File: src/rtl/ppt_regbank.sv
// rtl/ppt_regbank.sv - multi-channel PPT register bank with atomic 16-bit config and sticky done irq
module ppt_regbank #(
    parameter int          N_CH   = 2,
    parameter int          ADDR_W = 6,
    parameter logic [7:0]  ID_VAL = 8'hA2
) (
    input  logic                 clk,
    input  logic                 rst,
    input  logic [ADDR_W-1:0]    address,
    input  logic [7:0]           data_in,
    input  logic                 write_enable,
    input  logic                 read_enable,
    output logic [7:0]           data_out,
    output logic [5*N_CH-1:0]    clk_div,
    output logic [16*N_CH-1:0]   period,
    output logic [16*N_CH-1:0]   width,
    output logic [16*N_CH-1:0]   count,
    output logic [N_CH-1:0]      run_ppt,
    output logic [N_CH-1:0]      start_ppt,
    input  logic [16*N_CH-1:0]   count_done,
    input  logic [N_CH-1:0]      done,
    output logic                 irq
);

    localparam int BLK_W = ADDR_W - 4;

    logic [BLK_W-1:0] blk;
    logic [3:0]       off;
    assign blk = address[ADDR_W-1:4];
    assign off = address[3:0];

    logic [7:0]  clk_div_q  [N_CH];
    logic [15:0] period_q   [N_CH];
    logic [15:0] width_q    [N_CH];
    logic [15:0] count_q    [N_CH];
    logic [7:0]  period_stg [N_CH];
    logic [7:0]  width_stg  [N_CH];
    logic [7:0]  count_stg  [N_CH];
    logic [7:0]  snap_q     [N_CH];
    logic [N_CH-1:0] run_q, start_q, irq_en_q, irq_status_q, done_q;
    logic [N_CH-1:0] irq_set, irq_clr;
    logic [7:0]  data_out_q, rd_data;
    logic        irq_q;

    assign irq_set = done & ~done_q;
    assign irq_clr = (write_enable && blk == '0 && off == 4'h3) ? data_in[N_CH-1:0] : '0;

    always_ff @(posedge clk or posedge rst) begin
        if (rst) begin
            for (int c = 0; c < N_CH; c++) begin
                clk_div_q[c]  <= 8'd9;
                period_q[c]   <= 16'd128;
                width_q[c]    <= 16'd1;
                count_q[c]    <= 16'd16;
                period_stg[c] <= 8'h80;
                width_stg[c]  <= 8'h01;
                count_stg[c]  <= 8'h10;
                snap_q[c]     <= 8'h00;
            end
            run_q        <= '0;
            start_q      <= '0;
            irq_en_q     <= '0;
            irq_status_q <= '0;
            done_q       <= '0;
            irq_q        <= 1'b0;
            data_out_q   <= 8'h00;
        end else begin
            start_q      <= '0;
            done_q       <= done;
            // set is OR-ed after the clear so a coincident edge keeps the bit
            irq_status_q <= (irq_status_q & ~irq_clr) | irq_set;
            irq_q        <= |(irq_status_q & irq_en_q);
            if (read_enable)
                data_out_q <= rd_data;
            if (write_enable && blk == '0 && off == 4'h2)
                irq_en_q <= data_in[N_CH-1:0];
            for (int c = 0; c < N_CH; c++) begin
                if (write_enable && blk == BLK_W'(c + 1)) begin
                    case (off)
                        4'h0: clk_div_q[c]  <= data_in;
                        4'h1: period_stg[c] <= data_in;
                        4'h2: period_q[c]   <= {data_in, period_stg[c]};
                        4'h3: width_stg[c]  <= data_in;
                        4'h4: width_q[c]    <= {data_in, width_stg[c]};
                        4'h5: count_stg[c]  <= data_in;
                        4'h6: count_q[c]    <= {data_in, count_stg[c]};
                        4'h7: begin
                            run_q[c]   <= data_in[0];
                            start_q[c] <= data_in[1];
                        end
                        default: ;
                    endcase
                end
                if (read_enable && blk == BLK_W'(c + 1) && off == 4'h8)
                    snap_q[c] <= count_done[16*c+8 +: 8];
            end
        end
    end

    always_comb begin
        rd_data = 8'h00;
        if (blk == '0) begin
            case (off)
                4'h0: rd_data = ID_VAL;
                4'h1: rd_data = 8'(N_CH);
                4'h2: rd_data[N_CH-1:0] = irq_en_q;
                4'h3: rd_data[N_CH-1:0] = irq_status_q;
                default: ;
            endcase
        end
        for (int c = 0; c < N_CH; c++) begin
            if (blk == BLK_W'(c + 1)) begin
                case (off)
                    4'h0: rd_data = clk_div_q[c];
                    4'h1: rd_data = period_q[c][7:0];
                    4'h2: rd_data = period_q[c][15:8];
                    4'h3: rd_data = width_q[c][7:0];
                    4'h4: rd_data = width_q[c][15:8];
                    4'h5: rd_data = count_q[c][7:0];
                    4'h6: rd_data = count_q[c][15:8];
                    4'h7: rd_data = {7'b0, run_q[c]};
                    4'h8: rd_data = count_done[16*c +: 8];
                    4'h9: rd_data = snap_q[c];
                    4'hA: rd_data = {7'b0, done[c]};
                    default: ;
                endcase
            end
        end
    end

    genvar g;
    generate
        for (g = 0; g < N_CH; g++) begin : g_out
            assign clk_div[5*g +: 5]  = clk_div_q[g][4:0];
            assign period[16*g +: 16] = period_q[g];
            assign width[16*g +: 16]  = width_q[g];
            assign count[16*g +: 16]  = count_q[g];
        end
    endgenerate

    assign run_ppt   = run_q;
    assign start_ppt = start_q;
    assign data_out  = data_out_q;
    assign irq       = irq_q;

endmodule

File: config.mk
export PLATFORM = sky130hd
export DESIGN_NAME = ppt_regbank
export DESIGN_NICKNAME = d
export VERILOG_FILES = /design/src/rtl/ppt_regbank.sv
export SDC_FILE = /design/constraint.sdc
export NUM_CORES = 1
export LEC_CHECK = 0
export ABC_AREA = 1
export BUFFER_PORTS_ARGS = -buffer_cell sky130_fd_sc_hd__buf_2
export CORE_ASPECT_RATIO = 1.5
export CORE_MARGIN = 1
export CORE_UTILIZATION = 60
export CTS_CLUSTER_SIZE = 16
export DETAILED_ROUTE_END_ITERATION = 6
export HOLD_SLACK_MARGIN = 0.03
export MAX_ROUTING_LAYER = met4
export PLACE_DENSITY = 0.85
export SETUP_SLACK_MARGIN = 0.5
export SLEW_MARGIN = 30
export SYNTH_ARGS = -nofsm -noshare
export SYNTH_HDL_FRONTEND = slang
export SYNTH_SLANG_ARGS = --single-unit
File: constraint.sdc
create_clock -name clk -period 9.3 [get_ports clk]
set_clock_uncertainty 0.15 [all_clocks]
set_input_delay 0.93 -clock clk [delete_from_list [all_inputs] [get_ports clk]]
set_output_delay 0.93 -clock clk [all_outputs]
set_load 0.03 [all_outputs]
==> results of run 1 <==
where the power goes:
| group | internal [mW] | leakage, nW | total (mW) | switching [mW] |
|---|---|---|---|---|
| Sequential | 0.954 | 2.51 | 1.03 | 0.0811 |
| Clock | 0.426 | 0.296 | 0.745 | 0.319 |
| Combinational | 0.106 | 2.84 | 0.370 | 0.264 |
worst paths after layout:
kind / end / cells after the start / from / slack, ns
worst max-delay path: clk_div[6]$_DFFE_PP0P_ / 7 / address[0] / 6.32
worst min-delay path: irq_status_q[0]$_DFF_PP0_ / 1 / done_q[0]$_DFF_PP0_ / 0.28
max in group asynchronous: width[9]$_DFFE_PP0P_ / 3 / rst / 7.38
worst min register to register: irq_status_q[0]$_DFF_PP0_ / 1 / done_q[0]$_DFF_PP0_ / 0.28
worst max register to register: data_out[7]$_DFFE_PP0P_ / 6 / period[23]$_DFFE_PP1P_ / 7.82
min in group asynchronous: count_stg[6]$_DFFE_PP0P_ / 2 / rst / 0.46
synthesized netlist by cell type:
cell	instances	area share
sky130_fd_sc_hd__clkbuf_1	17	0.0072
sky130_fd_sc_hd__nor2_2	6	0.0042
sky130_fd_sc_hd__o21ai_0	108	0.061
sky130_fd_sc_hd__buf_2	22	0.012
sky130_fd_sc_hd__nand2_2	7	0.0049
sky130_fd_sc_hd__nand3_1	97	0.054
sky130_fd_sc_hd__a21oi_1	26	0.015
sky130_fd_sc_hd__buf_6	3	0.0038
sky130_fd_sc_hd__inv_2	4	0.0017
sky130_fd_sc_hd__clkinv_2	1	0.00056
sky130_fd_sc_hd__o221ai_1	1	0.00098
sky130_fd_sc_hd__nand2_4	2	0.0025
sky130_fd_sc_hd__nand2_1	289	0.12
sky130_fd_sc_hd__nor2_4	6	0.0076
sky130_fd_sc_hd__dfrtp_1	179	0.50
sky130_fd_sc_hd__nand3_2	1	0.0011
sky130_fd_sc_hd__buf_4	14	0.012
sky130_fd_sc_hd__nor3_2	1	0.0011
sky130_fd_sc_hd__nor2_1	102	0.043
sky130_fd_sc_hd__inv_1	53	0.022
sky130_fd_sc_hd__dfstp_2	16	0.047
sky130_fd_sc_hd__mux2_4	12	0.020
sky130_fd_sc_hd__a21boi_0	2	0.0017
sky130_fd_sc_hd__mux2_2	39	0.049
sky130_fd_sc_hd__nor2_8	1	0.0022
state kept, by name, indices dropped and copies added (netlist names), 6 cells and up:
signal / count
period_stg: 16
period: 32
clk_div: 10
count: 32
data_out: 8
count_stg: 16
width_stg: 16
width: 32
clk_div_q: 6
snap_q: 16
worst max-delay path: stages:
cell	delay, ns
sky130_fd_sc_hd__buf_2	0.13
sky130_fd_sc_hd__nor2_2	0.46
sky130_fd_sc_hd__buf_4	0.41
sky130_fd_sc_hd__nand2_1	0.22
sky130_fd_sc_hd__nor3_2	0.71
sky130_fd_sc_hd__nor2_1	0.13
sky130_fd_sc_hd__a21oi_1	0.18
layer usage:
metal / GRT usage / up-vias / routed length, um
met5: - / - / 0
met4: 0.236 / 0 / 1620
met3: 0.0660 / 100 / 2110
met2: 0.579 / 424 / 12800
met1: 0.470 / 3755 / 10300
li1: - / 3531 / -
cells by family (layout without fill, tap and decap cells):
group,count (synthesis),after routing
AO/OA/AOI/OAI,137,137
buffers and inverters,114,264
flip-flops,195,195
multiplexers,51,51
AND/OR/NAND/NOR,512,512
final cells by class:
type | count | area, um^2
sequential | 195 | 4900
fill | 1122 | 4180
multi-input combinational | 700 | 3480
timing repair buffer | 174 | 885
clock buffer | 21 | 480
tap | 196 | 245
inverter | 58 | 226
clock inverter | 11 | 125
placed cells by master (no fill, tap or decap), drive strengths merged, types with 21 or more instances in the layout:
cell    instances
o21ai         108
a21oi          26
mux2           51
nand3          98
nand2         298
nor2          115
inv            59
dfrtp         179
clkbuf         21
buf           174
per-stage QoR:
| step | setup slack [ns] | hold WS (ns) | instances | area [um^2] | utilization |
|---|---|---|---|---|---|
| 2_1_floorplan | 2.93 | 0.250 | 1009 | 8910 | - |
| 3_3_place_gp | 6.16 | 0.252 | 1323 | 9740 | 0.670 |
| 3_5_place_dp | 6.04 | 0.279 | 1323 | 9740 | 0.670 |
| 4_1_cts | 6.39 | 0.278 | 1355 | 10300 | 0.712 |
| 5_1_grt | 6.18 | 0.290 | 1355 | 10300 | 0.712 |
| 6_report | 6.32 | 0.275 | 1355 | 10300 | 0.712 |
==> run summary, run 1 <==
The run finished with clean final reports. The first detailed-routing pass ran for 6 iterations. Counting the buffers created by CTS gives 17. TritonCTS built the clock tree. The floorplan step defined a die boundary enclosing 0.0154 mm^2. The logs give 0.00891 mm^2 for the post-synthesis cell area and 0 for the count of unresolved DRC violations after routing.

At the worst endpoint, the required time is 9.50 ns. Once the clock tree was built, the setup fixing pass inserted 0 buffers. The number of buffers added on ports is 170, and the average via count per standard cell is 5.76. Worst ir drop on vdd: 0.000145 V.

The worst setup path is captured at a flop. The layout cell share with drive strength beyond 1 works out to 0.263. The area growth from synthesis to layout is 16.1%. For this design the ratio of total power to cell area is 208 mW/mm^2. In this run the vertical extent of the chip is 151 um. The run gives 54 as the site row count.

The die is 101 um wide. The tools report the sequential element share of the synthesized area as 0.550. The logs give 0 for the number of endpoints failing setup at the final stage and 1,198 for the layout net count.

Xor/xnor cell area share of the yosys netlist: 0. The average cell area after synthesis works out to 8.83 um^2. The tools report the final count of pins violating max slew as 0. The tools report the standard cell core area as 0.0145 mm^2. The path type of the worst min-delay path was flop to flop.

The aggregate negative setup slack is 0 ns. The wire length per cell is 19.8 um, and the relative max-transition margin is 0.306. The analysis attributes to cell leakage a power of 5.65 nW.

The count of cells resized by post-cts repair came out at 0. Timing would allow up to 0.336 GHz. Critical path class: input pin to flop.

The run gives 0 as the number of antenna violations at the first check in global routing. The H-tree was split into 4 levels. The logs give 195 for the total number of clock tree sinks and 40,900 um for the global-route wire length before repair.

The number of different library cells used by synthesis comes to 25. By area, the combinational part of the netlist is dominated by simple AND/OR/NAND/NOR gates. The maximum buffer depth of the clock tree came out at 2.

The Yosys step of the flow raised 0 warnings. Global routing finished with a remaining overflow of 0. The total half-perimeter wirelength after legalization and detailed placement was 19,000 um. Transition time at the pin with the least slew margin: 1.04 ns. The clock-pin slew of the registers on the worst-case setup and hold paths was 0.07 ns; the power after layout was 2.15 mW. Entering global routing, the biggest net connects 118 pins. Total routing usage reported by global routing: 0.379. The post-synthesis simple-gate area fraction was 0.243; the number of primary I/O pins was 171. The logs give 0 for the total inserted antenna cells and 0.43 ns for the worst-skew pair later-pin latency.

The post-synthesis adder-cell area fraction was 0; the weighted congestion at the end of routability-driven global placement was 0.927. The complex-gate fraction of the synthesized area was 0.0779. The worst setup path is launched from an input pin.

For the number of global-route vias before repair, the log shows 7,388. For the total nets after synthesis, the log shows 1,061. The first routing iteration left 650 violations.

Starting utilization of the core area: 0.613. Subtracting the final worst setup slack from the clock period gives 2.98 ns. The number of hold violations in the final report was 0. The detail route stage leaves a number of antenna-violating nets equal to 0. The tree is rooted in a sky130_fd_sc_hd__clkbuf_16. The tool flagged a number of max-cap violations equal to 0. The final wirelength came out at 26,800 um. Across all layers, the routed design uses 7,810 vias. Setup repair after global routing left no endpoint under its margin. In this run, synthesis produced a sequential element count of 195. Of all nets on the critical path, the largest fanout is 27. The multiplexer share of the synthesized area is 0.0695.

For the critical path arrival, the log shows 3.18 ns. For this design, the CTS-stage hold fixing added 0 buffers. The ratio of final minimum period to clock period is 0.320, and the gate count of the mapped netlist is 1,009.
No activity file was read; power rests on OpenSTA's default activity.
==> run 2, diff against run 1 <==
- CORE_UTILIZATION: 60 -> 56
- PLACE_DENSITY: 0.85 -> 0.8
- clock period: 9.3 -> 3.1 ns (I/O delays scaled with it)
==> run 2 against run 1 <==
Compared with the run above: largest power group unchanged; hold slack lost 0.13 ns; sequential share of layout area shrank 1.2 points; sequential power grew to 3.0 times the previous value; routed wire length grew 0.93%; combinational power grew to 3.1 times the previous value; cell count grew 2.7%; core utilization shrank 3.3 points; setup slack lost 5.2 ns.
==> run summary, run 2 (synthesized netlist as in run 1, its figures left out) <==
The run finished with clean final reports. The most frequent standard cell in the layout excluding fill and tap cells was sky130_fd_sc_hd__nand2_1. The starting utilization of the core area was 0.570; the number of standard cells in the layout, taps in and fillers out was 1,391.

Setup repair after global routing left no endpoint under its margin. The most critical setup path has its startpoint at read_enable. The worst register-to-register path ends at data_out[7]$_DFFE_PP0P_. The cell leakage power came out at 5.76 nW. The buffer type at the clock tree root is sky130_fd_sc_hd__clkbuf_16. Across the run, the number of max-cap violations was 0. Detailed placement ended at an HPWL of 19,300 um. TritonCTS created 17 clock buffers. The run gives 0.513 GHz as the maximum clock rate.

The flop-to-flop setup slack came out at 1.64 ns. After floorplanning, the core was sized to cover 0.0156 mm^2. The H-tree generated during clock tree synthesis spans 4 levels. For the number of global-route vias before repair, the log shows 7,613. Critical register-to-register path startpoint: period[31]$_DFFE_PP0P_. The worst setup path is captured at a flop. The relative max-transition margin was 0.458. The floorplan step set the die height to 156 um. The run gives 2 as the maximum buffer depth of the clock tree. Counting cells, the worst reg-to-reg path comes to 6. The ratio of final minimum period to clock period is 0.629. TritonCTS built the clock tree. The number of primary I/O pins is 171. The routed design has 27,100 um of wire. The tools report the filler cell count in the final layout as 1,262.

The time the worst path needs with I/O delays and setup was 1.95 ns; the power density normalized to cell area was 601 mW/mm^2. In the layout the commonest cells are 289 x sky130_fd_sc_hd__nand2_1, 179 x sky130_fd_sc_hd__dfrtp_1, 170 x sky130_fd_sc_hd__buf_2. Clock latency on the worst-skew pair, taken at its later pin, is 0.44 ns.

The capturing instance or port of the critical path is snap_q[3]$_DFFE_PP0P_. From left edge to right edge, the die measures 105 um. The area growth from synthesis to layout is 19.1%. The count of cells resized by post-cts repair was 0. Layout cell share with drive strength beyond 1: 0.261. Setup slack closes at 1.15 ns.

The site row count is 56, and the critical path arrival is 2.13 ns. Average via count per standard cell: 5.68. The number of hold violations in the final report was 0; the clock-pin slew of the registers on the worst-case setup and hold paths was 0.07 ns. In this run the worst path has a maximum fanout of 11. On the critical path, the stage with the largest delay is an instance of sky130_fd_sc_hd__dlygate4sd3_1. Worst hold margin: 0.141 ns. In this run the cell area measured after placement is 0.00982 mm^2. The run gives 0 as the global-route congestion overflow total.

The type of origin of the critical path was an input pin. For the layout net count, the log shows 1,227. The endpoint required time on the critical path was 3.28 ns; the total number of clock tree sinks was 195.

The run gives 0.679 as the utilization after layout. Number of routed nets with antenna violations: 0. The tools report the via count as 7,901. For the pin with the worst max-slew slack, the measured transition is 0.812 ns. The final count of pins violating max slew was 0. Number of endpoints failing setup at the final stage: 0.

In the final routed layout, each cell accounts on average for 19.5 um. On the worst path, the slowest cell contributes a delay of 0.53 ns. Total power for the finished layout comes to 6.38 mW. The finished cells cover 0.0106 mm^2. Total routing usage reported by global routing: 0.354.

The setup path with the least slack is of type input pin to flop. Weighted congestion at the end of routability-driven global placement: 0.977. Path type of the worst min-delay path: input pin to flop. Prior to clock tree synthesis, the placed netlist has a worst setup slack of 1.05 ns. The signal on the critical path passes through dlygate4sd3_1, buf_2, inv_1, nor2_1, nand2_2, mux2_2. The run gives 42,100 um as the global-route wire length before repair. After detailed routing, the number of remaining DRC violations is 0. After routing, the total negative slack on setup checks comes to 0 ns. For this run, the detailed router's first-pass iteration total came to 6. Entering global routing, the biggest net connects 124 pins.

In this run the tool buffered the top-level ports with 170 buffer cells. The number of antenna violations at the first check in global routing was 0. The die covers 0.0164 mm^2. Across the VDD grid, the largest voltage drop is 0.000359 V. The instance count after placement with tap cells included came out at 1,337. 0 antenna diodes ended up in the layout.

Violation count after the first detailed-route iteration: 860.
run 2: changes by cell type in the layout (fill, tap and decap cells not counted), sizes merged:
cell,before,now
buf,174,181
bufinv,2,1
clkinvlp,2,3
dlygate4sd3,0,22
run 2: critical path: cells and delay by family:
family	cells	cell delay, ns
multiplexers	1	0.34
AND/OR/NAND/NOR	2	0.54
buffers and inverters	3	0.95
run 2: final cells by class:
class | count | area, um^2 | area share
inverters | 58 | 223 | 0.0210
clock buffers | 21 | 460 | 0.0434
flip-flops and latches | 195 | 4900 | 0.462
repair buffers | 203 | 1180 | 0.111
well taps | 203 | 254 | 0.0239
clock inverters | 11 | 103 | 0.00967
multi-input cells | 700 | 3490 | 0.329
run 2: worst min path at each step:
stage                     slack [ns]  depth (start not counted)                        end                start
after floorplan                 0.19                          0        done_q[0]$_DFF_PP0_              done[0]
after global placement          0.25                          1  irq_status_q[1]$_DFF_PP0_  done_q[1]$_DFF_PP0_
after detailed placement        0.27                          1  irq_status_q[1]$_DFF_PP0_  done_q[1]$_DFF_PP0_
after CTS                       0.13                          6    data_out[3]$_DFFE_PP0P_           address[4]
after global routing            0.17                          6    data_out[3]$_DFFE_PP0P_           address[4]
final                           0.14                          6    data_out[3]$_DFFE_PP0P_           address[4]
run 2: routing by layer:
layer / global-route usage / wire length (um)
met5: - / 0
met3: 0.0533 / 2090
met1: 0.433 / 10200
met2: 0.563 / 13200
met4: 0.205 / 1520
run 2: repair_timing:
item,CTS,global route
setup buffers,0,0
hold endpoints to repair,136,0
hold buffers,22,0
run 2: where the power goes:
group | switching (mW) | internal, mW | leakage (nW)
combinational | 0.791 | 0.345 | 2.97
sequential | 0.240 | 2.86 | 2.51
clock | 0.984 | 1.16 | 0.276
total | 2.01 | 4.36 | 5.76
